<file path="config.mk">
export PLATFORM = sky130hd
export DESIGN_NAME = shift_reg_univ_flat
export DESIGN_NICKNAME = d
export VERILOG_FILES = /design/src/rtl/shift_reg_univ_pkg.sv /design/src/rtl/shift_reg_univ_if.sv /design/src/rtl/shift_reg_univ_bit.sv /design/src/rtl/shift_reg_univ.sv /design/src/flat_wrapper.sv
export SDC_FILE = /design/constraint.sdc
export NUM_CORES = 1
export LEC_CHECK = 0
export ABC_CLOCK_PERIOD_IN_PS = 1400
export CORE_AREA = 2 2 39 41
export DETAILED_ROUTE_END_ITERATION = 7
export DIE_AREA = 0 0 41 43
export GPL_TIMING_DRIVEN = 0
export PLACE_DENSITY_LB_ADDON = 0.2
export SYNTH_ARGS = -nofsm -noshare
export SYNTH_HDL_FRONTEND = slang
export SYNTH_SLANG_ARGS = --single-unit
export TNS_END_PERCENT = 20
</file>
<file path="constraint.sdc">
create_clock -name i_clk -period 1.4 [get_ports i_clk]
set_input_delay 0.14 -clock i_clk [delete_from_list [all_inputs] [get_ports i_clk]]
set_output_delay 0.14 -clock i_clk [all_outputs]
set_load 0.03 [all_outputs]
</file>
<file path="src/rtl/shift_reg_univ_pkg.sv">
// Shared op encoding and widths for shift_reg_univ and the blocks built on it.
package shift_reg_univ_pkg;

    localparam int OP_WIDTH = 3;

    typedef enum logic [OP_WIDTH-1:0] {
        OP_HOLD = 3'b000,
        OP_LOAD = 3'b001,
        OP_SHL  = 3'b010,
        OP_SHR  = 3'b011,
        OP_ROTL = 3'b100,
        OP_ROTR = 3'b101,
        OP_CLR  = 3'b110,
        OP_SET  = 3'b111
    } op_e;

endpackage

</file>
<file path="src/rtl/shift_reg_univ_if.sv">
// Control/data bundle of shift_reg_univ; qn is present only when QN_OUT_EN is defined.
interface shift_reg_univ_if
    import shift_reg_univ_pkg::*;
#(
    parameter int WIDTH = 4
);
    logic             i_en;
    op_e              i_op;
    logic [WIDTH-1:0] i_d;
    logic             i_sl_in;
    logic             i_sr_in;
    logic [WIDTH-1:0] o_q;
`ifdef QN_OUT_EN
    logic [WIDTH-1:0] o_qn;
`endif
    logic             o_msb_out;
    logic             o_lsb_out;
    logic             o_zero;

`ifdef QN_OUT_EN
    modport master (output i_en, i_op, i_d, i_sl_in, i_sr_in,
                    input  o_q, o_qn, o_msb_out, o_lsb_out, o_zero);
    modport slave  (input  i_en, i_op, i_d, i_sl_in, i_sr_in,
                    output o_q, o_qn, o_msb_out, o_lsb_out, o_zero);
`else
    modport master (output i_en, i_op, i_d, i_sl_in, i_sr_in,
                    input  o_q, o_msb_out, o_lsb_out, o_zero);
    modport slave  (input  i_en, i_op, i_d, i_sl_in, i_sr_in,
                    output o_q, o_msb_out, o_lsb_out, o_zero);
`endif

endinterface

</file>
<file path="src/rtl/shift_reg_univ_bit.sv">
// Single-bit cell of shift_reg_univ: next-state mux plus flop, optional complement flop (QN_OUT_EN).
module shift_reg_bit
    import shift_reg_univ_pkg::*;
#(
    parameter logic RESET_BIT = 1'b0
)(
    input  logic i_clk,
    input  logic i_reset,
    input  logic i_en,
    input  op_e  i_op,
    input  logic i_d,
    input  logic i_left,
    input  logic i_right,
    output logic o_next,
`ifdef QN_OUT_EN
    output logic o_qn,
`endif
    output logic o_q
);

    logic r_q;

    // Neighbour inputs already carry the serial or wrap bit at the edges.
    always_comb begin
        o_next = r_q;
        unique case (i_op)
            OP_HOLD: o_next = r_q;
            OP_LOAD: o_next = i_d;
            OP_SHL,
            OP_ROTL: o_next = i_left;
            OP_SHR,
            OP_ROTR: o_next = i_right;
            OP_CLR:  o_next = 1'b0;
            OP_SET:  o_next = 1'b1;
            default: o_next = r_q;
        endcase
    end

    always_ff @(posedge i_clk) begin
        if (!i_reset)
            r_q <= RESET_BIT;
        else if (i_en)
            r_q <= o_next;
    end

    assign o_q = r_q;

`ifdef QN_OUT_EN
    logic r_qn;

    always_ff @(posedge i_clk) begin
        if (!i_reset)
            r_qn <= ~RESET_BIT;
        else if (i_en)
            r_qn <= ~o_next;
    end

    assign o_qn = r_qn;
`endif

endmodule

</file>
<file path="src/rtl/shift_reg_univ.sv">
// Universal WIDTH-bit shift register (load/shift/rotate/clear/set) with registered zero flag.
// Define QN_OUT_EN to add the registered complement output qn.
module shift_reg_univ
    import shift_reg_univ_pkg::*;
#(
    parameter int               WIDTH       = 4,
    parameter logic [WIDTH-1:0] RESET_VALUE = {WIDTH{1'b0}}
)(
    input  logic             i_clk,
    input  logic             i_reset,
    shift_reg_univ_if.slave  bus
);

    localparam logic ZERO_AT_RESET = (RESET_VALUE == '0);

    logic [WIDTH-1:0] w_q;
    logic [WIDTH-1:0] w_next;
    logic             w_feedLeft;
    logic             w_feedRight;
    logic             r_zero;

    // Edge cells see the serial input on a shift and the opposite end on a rotate.
    assign w_feedLeft  = (bus.i_op == OP_ROTL) ? w_q[WIDTH-1] : bus.i_sl_in;
    assign w_feedRight = (bus.i_op == OP_ROTR) ? w_q[0]       : bus.i_sr_in;

    for (genvar i = 0; i < WIDTH; i++) begin : g_bit
        logic w_left;
        logic w_right;

        if (i == 0) begin : g_lo
            assign w_left = w_feedLeft;
        end else begin : g_lo
            assign w_left = w_q[i-1];
        end

        if (i == WIDTH-1) begin : g_hi
            assign w_right = w_feedRight;
        end else begin : g_hi
            assign w_right = w_q[i+1];
        end

        shift_reg_bit #(
            .RESET_BIT (RESET_VALUE[i])
        ) u_bit (
            .i_clk   (i_clk),
            .i_reset (i_reset),
            .i_en    (bus.i_en),
            .i_op    (bus.i_op),
            .i_d     (bus.i_d[i]),
            .i_left  (w_left),
            .i_right (w_right),
            .o_next  (w_next[i]),
`ifdef QN_OUT_EN
            .o_qn    (bus.o_qn[i]),
`endif
            .o_q     (w_q[i])
        );
    end

    // Flag derives from next state so it never lags q.
    always_ff @(posedge i_clk) begin
        if (!i_reset)
            r_zero <= ZERO_AT_RESET;
        else if (bus.i_en)
            r_zero <= (w_next == '0);
    end

    assign bus.o_q       = w_q;
    assign bus.o_msb_out = w_q[WIDTH-1];
    assign bus.o_lsb_out = w_q[0];
    assign bus.o_zero    = r_zero;

endmodule

</file>
<file path="src/flat_wrapper.sv">
// flat-port wrapper written by rule: the top's interface ports become plain ports
module shift_reg_univ_flat import shift_reg_univ_pkg::*;
#(
    parameter int               WIDTH       = 4,
    parameter logic [WIDTH-1:0] RESET_VALUE = {WIDTH{1'b0}}
)
  (i_clk, i_reset, bus_i_en, bus_i_op, bus_i_d, bus_i_sl_in, bus_i_sr_in, bus_o_q, bus_o_msb_out, bus_o_lsb_out, bus_o_zero);
  shift_reg_univ_if #(.WIDTH(WIDTH)) bus_i ();
  input  logic i_clk;
  input  logic i_reset;
  input wire logic [$bits(bus_i.i_en)-1:0] bus_i_en;
  input wire logic [$bits(bus_i.i_op)-1:0] bus_i_op;
  input wire logic [$bits(bus_i.i_d)-1:0] bus_i_d;
  input wire logic [$bits(bus_i.i_sl_in)-1:0] bus_i_sl_in;
  input wire logic [$bits(bus_i.i_sr_in)-1:0] bus_i_sr_in;
  output wire logic [$bits(bus_i.o_q)-1:0] bus_o_q;
  output wire logic [$bits(bus_i.o_msb_out)-1:0] bus_o_msb_out;
  output wire logic [$bits(bus_i.o_lsb_out)-1:0] bus_o_lsb_out;
  output wire logic [$bits(bus_i.o_zero)-1:0] bus_o_zero;
  assign bus_i.i_en = bus_i_en;
  assign bus_i.i_op = bus_i_op;
  assign bus_i.i_d = bus_i_d;
  assign bus_i.i_sl_in = bus_i_sl_in;
  assign bus_i.i_sr_in = bus_i_sr_in;
  assign bus_o_q = bus_i.o_q;
  assign bus_o_msb_out = bus_i.o_msb_out;
  assign bus_o_lsb_out = bus_i.o_lsb_out;
  assign bus_o_zero = bus_i.o_zero;
  shift_reg_univ #(.WIDTH(WIDTH), .RESET_VALUE(RESET_VALUE)) u_core (.i_clk(i_clk), .i_reset(i_reset), .bus(bus_i));
endmodule
</file>
==> flow_summary.yaml, run 1 <==
status:
  status: "finished clean"
logic_synthesis:
  syn-mean-instance-area_um2: 8.83
  synth_enable_flop_cells: 0
  synth_top_area_share_pct: 21.0
  synth_fp_nets: 66
  yosysWarnings: 0
  synthDominantAreaCellType: "dfxtp_1"
  synthCells: 54
  syn-cell-area_um2: 477
  ys_ff_latch: 5
  synthArstFlopShare_pct: 0
  synth_area_leaders: "dfxtp_1, o221ai_2, nor2b_1"
  synth_common_cells: "dfxtp_1, nor2b_1, buf_4"
  synthFlopType: "dfxtp_1"
  yosysUniqueCellTypes: 34
  seq_area_frac_synth_pct: 21.0
cells_and_area:
  insertedDiodeCount: 0
  drive_above_1_share_pct: 35.5
  syn2layout_area_growth_pct: 55.4
  nets: 89
  fillers: 135
  final_cell_count_no_fill: 92
  design_area_um2: 741
sta:
  setup_viol: 0
  tns_ns: 0
  worst_pin_slew_ns: 0.326
  period_minus_slack_ns: 1.34
  slew_violations: 0
  fin_crit_sh_pct: 95.9
  finalHoldViolCount: 0
  finalClockSkew_ns: 0.00322
  rsz0062_at_grt: "true"
  whs_ns: 0.478
  max_slew_margin_pct: 78.2
  max_freq_mhz: 745
die:
  core_mm2: 0.00138
  die-area_mm2: 0.00176
  fp.dieW_um: 41
  initial_utilization_pct: 34.4
  fp.dieH_um: 43
  ios: 19
  row_count: 14
place:
  dp_hpwl_um: 805
  placed_cells: 88
  io_buffer_count: 18
  placed_area_um2: 678
  place_congestion: 0.784
worst_setup_path:
  critPathKind: "flop to flop"
  crit_start: "u_core.g_bit[3].u_bit.o_q"
  regToRegStartpoint: "u_core.g_bit[3].u_bit.o_q"
  crit_arrival_ns: 1.53
  start_kind: "flop"
  end_kind: "flop"
  worstPathMaxFanout: 5
  cp.required_ns: 1.59
clock_network:
  cts_root_buf: "clkbuf_4"
  tritoncts: "done"
  worstSkewPairLatency_ns: 0.24
  post_cts_buffers: 0
  hold_buffers: 0
  clock_path_buffers: 2
  cts_buffers: 3
  clk_pin_slew_ns: 0.04
  cts.sinks: 5
  cts_max_level: 1
power:
  cellPowerDensity_mw_per_mm2: 748
  power.leakage_nw: 0.313
  seqPwrFrac_pct: 30.4
  power_w: 0.000554
  vdd_drop_max_v: 0.000468
  switching_share_pct: 32.4
  p_int_w: 0.000375
  switching_power_w: 0.000179
  clkPwrFrac_pct: 30.2
  power_frac_comb_pct: 39.4
global_routing:
  overflow: 0
  grt_start_max_net_pins: 11
  grt_use_total_pct: 15.0
  grt_pass1_vias: 426
  grt_pass1_wl_um: 1750
  grt_antenna_before_repair: 0
routing:
  drtPass1Iterations: 2
  ant_nets: 0
  routed_wirelength_um: 1100
  drt_iter0_drc: 5
  vias_per_cell: 5.27
  wl_per_cell_um: 11.9
  drc: 0
  vias: 485
flow_run:
  maxCapViolCount: 0
hold_path:
  hp-start: "u_core.bus.o_zero"
  hold_class: "flop to flop"
[flip-flops by register name, summed over array words and instances (netlist names)]
| name | cells |
|---|---|
| u_core.bus.o_zero | 1 |
| u_core.g_bit.u_bit.o_q | 4 |
[power by group through the flow]
stage	clock network, W	logic, W	registers, W
global route	0.000181	0.000236	0.000171
detailed placement	0	0.000211	0.000171
floorplan	0	0.000120	0.000181
finish	0.000167	0.000218	0.000169
global placement	0	0.000210	0.000172
CTS	0.000177	0.000203	0.000169
[area by class of cell]
cell class,count,area [um^2],share of cell area [%]
plain buffers,7,63.8,8.61
clock buffers,4,26.3,3.55
inverters,2,7.51,1.01
multi-input cells,40,348,47.0
flip-flops and latches,5,105,14.2
well taps,16,20.0,2.70
repair buffers,18,170,23.0
[stage by stage]
step | utilization [%] | setup slack, ns
floorplan | - | 0.0337
global placement | 49.0 | -0.397
detailed placement | 49.0 | -0.412
CTS | 50.0 | -0.0690
global route | 53.5 | -0.0291
finish | 53.5 | 0.0581
[worst max-delay path: stages, from the launching register on]
cell	delay (ns)
dfxtp_2	0.37
nor2b_1	0.20
nor2b_4	0.23
o32ai_2	0.11
a211oi_1	0.23
o21a_1	0.15
[logic make-up after synthesis]
| family | after synthesis | share of synthesized area [%] |
|---|---|---|
| buf+inv | 9 | 14.2 |
| simple gates | 18 | 22.0 |
| mux | 2 | 5.25 |
| xor+xnor | 2 | 3.68 |
| flops | 5 | 21.0 |
| compound gates | 18 | 33.9 |
[routing by layer]
layer / up-vias / GRT usage [%] / wire length [um]
met5: - / 0 / 0
met4: 0 / 12.0 / 27
met3: 4 / 3.14 / 44
met2: 11 / 20.3 / 530
met1: 229 / 19.3 / 497
li1: 241 / - / -
[timing repair]
| item | CTS | global route |
|---|---|---|
| gates cloned | 0 | 0 |
| gates resized for setup | 9 | 14 |
| endpoints found under the setup margin | 9 | 5 |
| pin swaps | 1 | 4 |
[layout by cell type, fill, tap and decap left out, types with 2 or more instances in the layout]
| cell | netlist | layout |
|---|---|---|
| buf_4 | 4 | 8 |
| clkdlybuf4s50_1 | 0 | 8 |
| nor2b_1 | 5 | 4 |
| dlygate4sd2_1 | 0 | 4 |
| buf_6 | 2 | 3 |
| nor2_1 | 3 | 3 |
| o221ai_2 | 3 | 3 |
| clkbuf_4 | 1 | 3 |
| dfxtp_1 | 5 | 3 |
| a21oi_1 | 3 | 2 |
| inv_1 | 2 | 2 |
| nand2b_1 | 2 | 2 |
| dlymetal6s2s_1 | 0 | 2 |
[final timing paths]
kind                            slack (ns)  cells after the start                        end
worst max register to register        0.06                      5  u_core.g_bit[0].u_bit.o_q
worst min-delay path                  0.48                      2          u_core.bus.o_zero
worst max-delay path                  0.06                      5  u_core.g_bit[0].u_bit.o_q
worst min register to register        0.48                      2          u_core.bus.o_zero
Note: power is estimated with default switching activity, not from simulation.
==> run 2, diff against run 1 <==
--- a/config.mk
+++ b/config.mk
@@ -5,11 +5,12 @@
 export SDC_FILE = /design/constraint.sdc
 export NUM_CORES = 1
 export LEC_CHECK = 0
-export ABC_CLOCK_PERIOD_IN_PS = 1400
+export ABC_CLOCK_PERIOD_IN_PS = 1700
+export CAP_MARGIN = 30
 export CORE_AREA = 2 2 39 41
 export DETAILED_ROUTE_END_ITERATION = 7
 export DIE_AREA = 0 0 41 43
-export GPL_TIMING_DRIVEN = 0
+export GPL_TIMING_DRIVEN = 1
 export PLACE_DENSITY_LB_ADDON = 0.2
 export SYNTH_ARGS = -nofsm -noshare
 export SYNTH_HDL_FRONTEND = slang
==> constraint.sdc (replaced) <==
create_clock -name i_clk -period 1.7 [get_ports i_clk]
set_input_delay 0.17 -clock i_clk [delete_from_list [all_inputs] [get_ports i_clk]]
set_output_delay 0.17 -clock i_clk [all_outputs]
set_load 0.03 [all_outputs]
==> flow_summary.yaml, run 2 (synthesis gave the netlist of run 1 again) <==
status:
  status: "finished clean"
routing:
  drt_iter0_drc: 6
  drc: 0
  ant_nets: 0
  vias_per_cell: 4.98
  routed_wirelength_um: 1070
  wl_per_cell_um: 11.7
  drtPass1Iterations: 2
  vias: 458
cells_and_area:
  largest_reg_flops: 4
  design_area_um2: 698
  insertedDiodeCount: 0
  fillers: 144
  regArea_um2: 100
  multiInputGateArea_um2: 309
  syn2layout_area_growth_pct: 46.5
  nets: 89
  layout_commonest_cell: "clkdlybuf4s50_1"
  final_core_util_pct: 50.5
  most-common-layout-cells: "clkdlybuf4s50_1, buf_4, nor2b_1, dfxtp_1"
  drive_above_1_share_pct: 21.1
power:
  power_w: 0.000444
  vdd_drop_max_v: 0.000384
  power.leakage_nw: 0.276
  cellPowerDensity_mw_per_mm2: 635
global_routing:
  grt_pass1_wl_um: 1730
  overflow: 0
  grt_antenna_before_repair: 0
  grt_start_max_net_pins: 11
  grt_use_total_pct: 14.7
  grt_pass1_vias: 412
flow_run:
  maxCapViolCount: 0
sta:
  setup_viol: 0
  rsz0062_at_grt: "false"
  finalHoldViolCount: 0
  slew_violations: 0
  max_freq_mhz: 619
  fin_crit_sh_pct: 95.1
  worst_pin_slew_ns: 0.427
  period_minus_slack_ns: 1.62
  finalClockSkew_ns: 0.00224
  final.setup.worst_slack_ns: 0.0841
  whs_ns: 0.508
  max_slew_margin_pct: 71.3
worst_setup_path:
  critPathKind: "primary input to flop"
  cp.required_ns: 1.83
  regToRegStartpoint: "u_core.g_bit[3].u_bit.o_q"
  crit_start: "bus_i_op[1]"
  crit_slowest_cell: "clkdlybuf4s50_1"
  crit_family: "compound AO/OA/AOI/OAI gates"
  start_kind: "primary input"
  crit_arrival_ns: 1.74
  end_kind: "flop"
  worstPathMaxFanout: 8
  path_cells: "clkdlybuf4s50_1 > buf_4 > nor2b_1 > nor3_1 > o32ai_1 > a211oi_1 > o21a_1"
  crit_buf_inv: 2
  slowest_delay_ns: 0.48
hold_path:
  hp-start: "u_core.bus.o_zero"
  hold_class: "flop to flop"
clock_network:
  cts_buffers: 3
  worstSkewPairLatency_ns: 0.24
  cts.sinks: 5
  cts_max_level: 1
  tritoncts: "done"
  cts_root_buf: "clkbuf_4"
  clock_path_buffers: 2
  clk_pin_slew_ns: 0.04
  post_cts_buffers: 0
die:
  core_mm2: 0.00138
  fp.dieH_um: 43
  initial_utilization_pct: 34.4
  ios: 19
  fp.dieW_um: 41
  die-area_mm2: 0.00176
  row_count: 14
place:
  placed_area_um2: 669
  io_buffer_count: 18
  dp_slack_ns: -0.133
  dp_hpwl_um: 831
  place_congestion: 0.713
run 2: changes by cell type in the layout (fill, tap and decap cells not counted), sizes merged:
cell           delta
clkdlybuf4s50     +9
buf               -4
dlygate4sd2       -4
dlymetal6s2s      -1
run 2: per-stage QoR:
stage | TNS (ns) | instances
2_1_floorplan | 0 | 54
3_3_place_gp | -0.260 | 88
3_5_place_dp | -0.363 | 88
4_1_cts | 0 | 92
5_1_grt | 0 | 92
6_report | 0 | 92
run 2: what timing repair did:
action                                  4_1_cts  5_1_grt
hold endpoints to repair                      0        0
hold buffers                                  0        0
gates resized for setup                       0        1
endpoints found under the setup margin        0        2
run 2: layout make-up:
class	instances	share of cell area [%]
multi-input cells	40	44.3
repair buffers	25	33.7
flip-flops and latches	5	14.3
clock buffers	4	3.76
well taps	16	2.87
inverters	2	1.08
run 2: layer usage:
layer | part of all wire [%] | global-route usage (%)
met1 | 46 | 19.0
met3 | 6.7 | 4.71
met4 | 1.1 | 8.00
met5 | 0 | 0
met2 | 46 | 20.6
run 2: final timing paths:
path | endpoint | slack (ns) | depth (start not counted)
max | u_core.g_bit[0].u_bit.o_q | 0.08 | 7
min | u_core.bus.o_zero | 0.51 | 2
max reg2reg | u_core.g_bit[0].u_bit.o_q | 0.20 | 5
min reg2reg | u_core.bus.o_zero | 0.51 | 2
run 2: power breakdown:
part | leakage (nW) | internal, W | switching [W] | total [W]
Clock | 0.0150 | 0.0000886 | 0.0000459 | 0.000134
Combinational | 0.220 | 0.0000898 | 0.0000808 | 0.000171
Sequential | 0.0414 | 0.000127 | 0.0000115 | 0.000139
run 2: worst reg2reg max path, stage by stage (launching register included):
cell and delay [ns]:
dfxtp_1 0.35, nor2b_1 0.16, nor2b_1 0.14, o32ai_1 0.41, a211oi_1 0.13, o21a_1 0.20
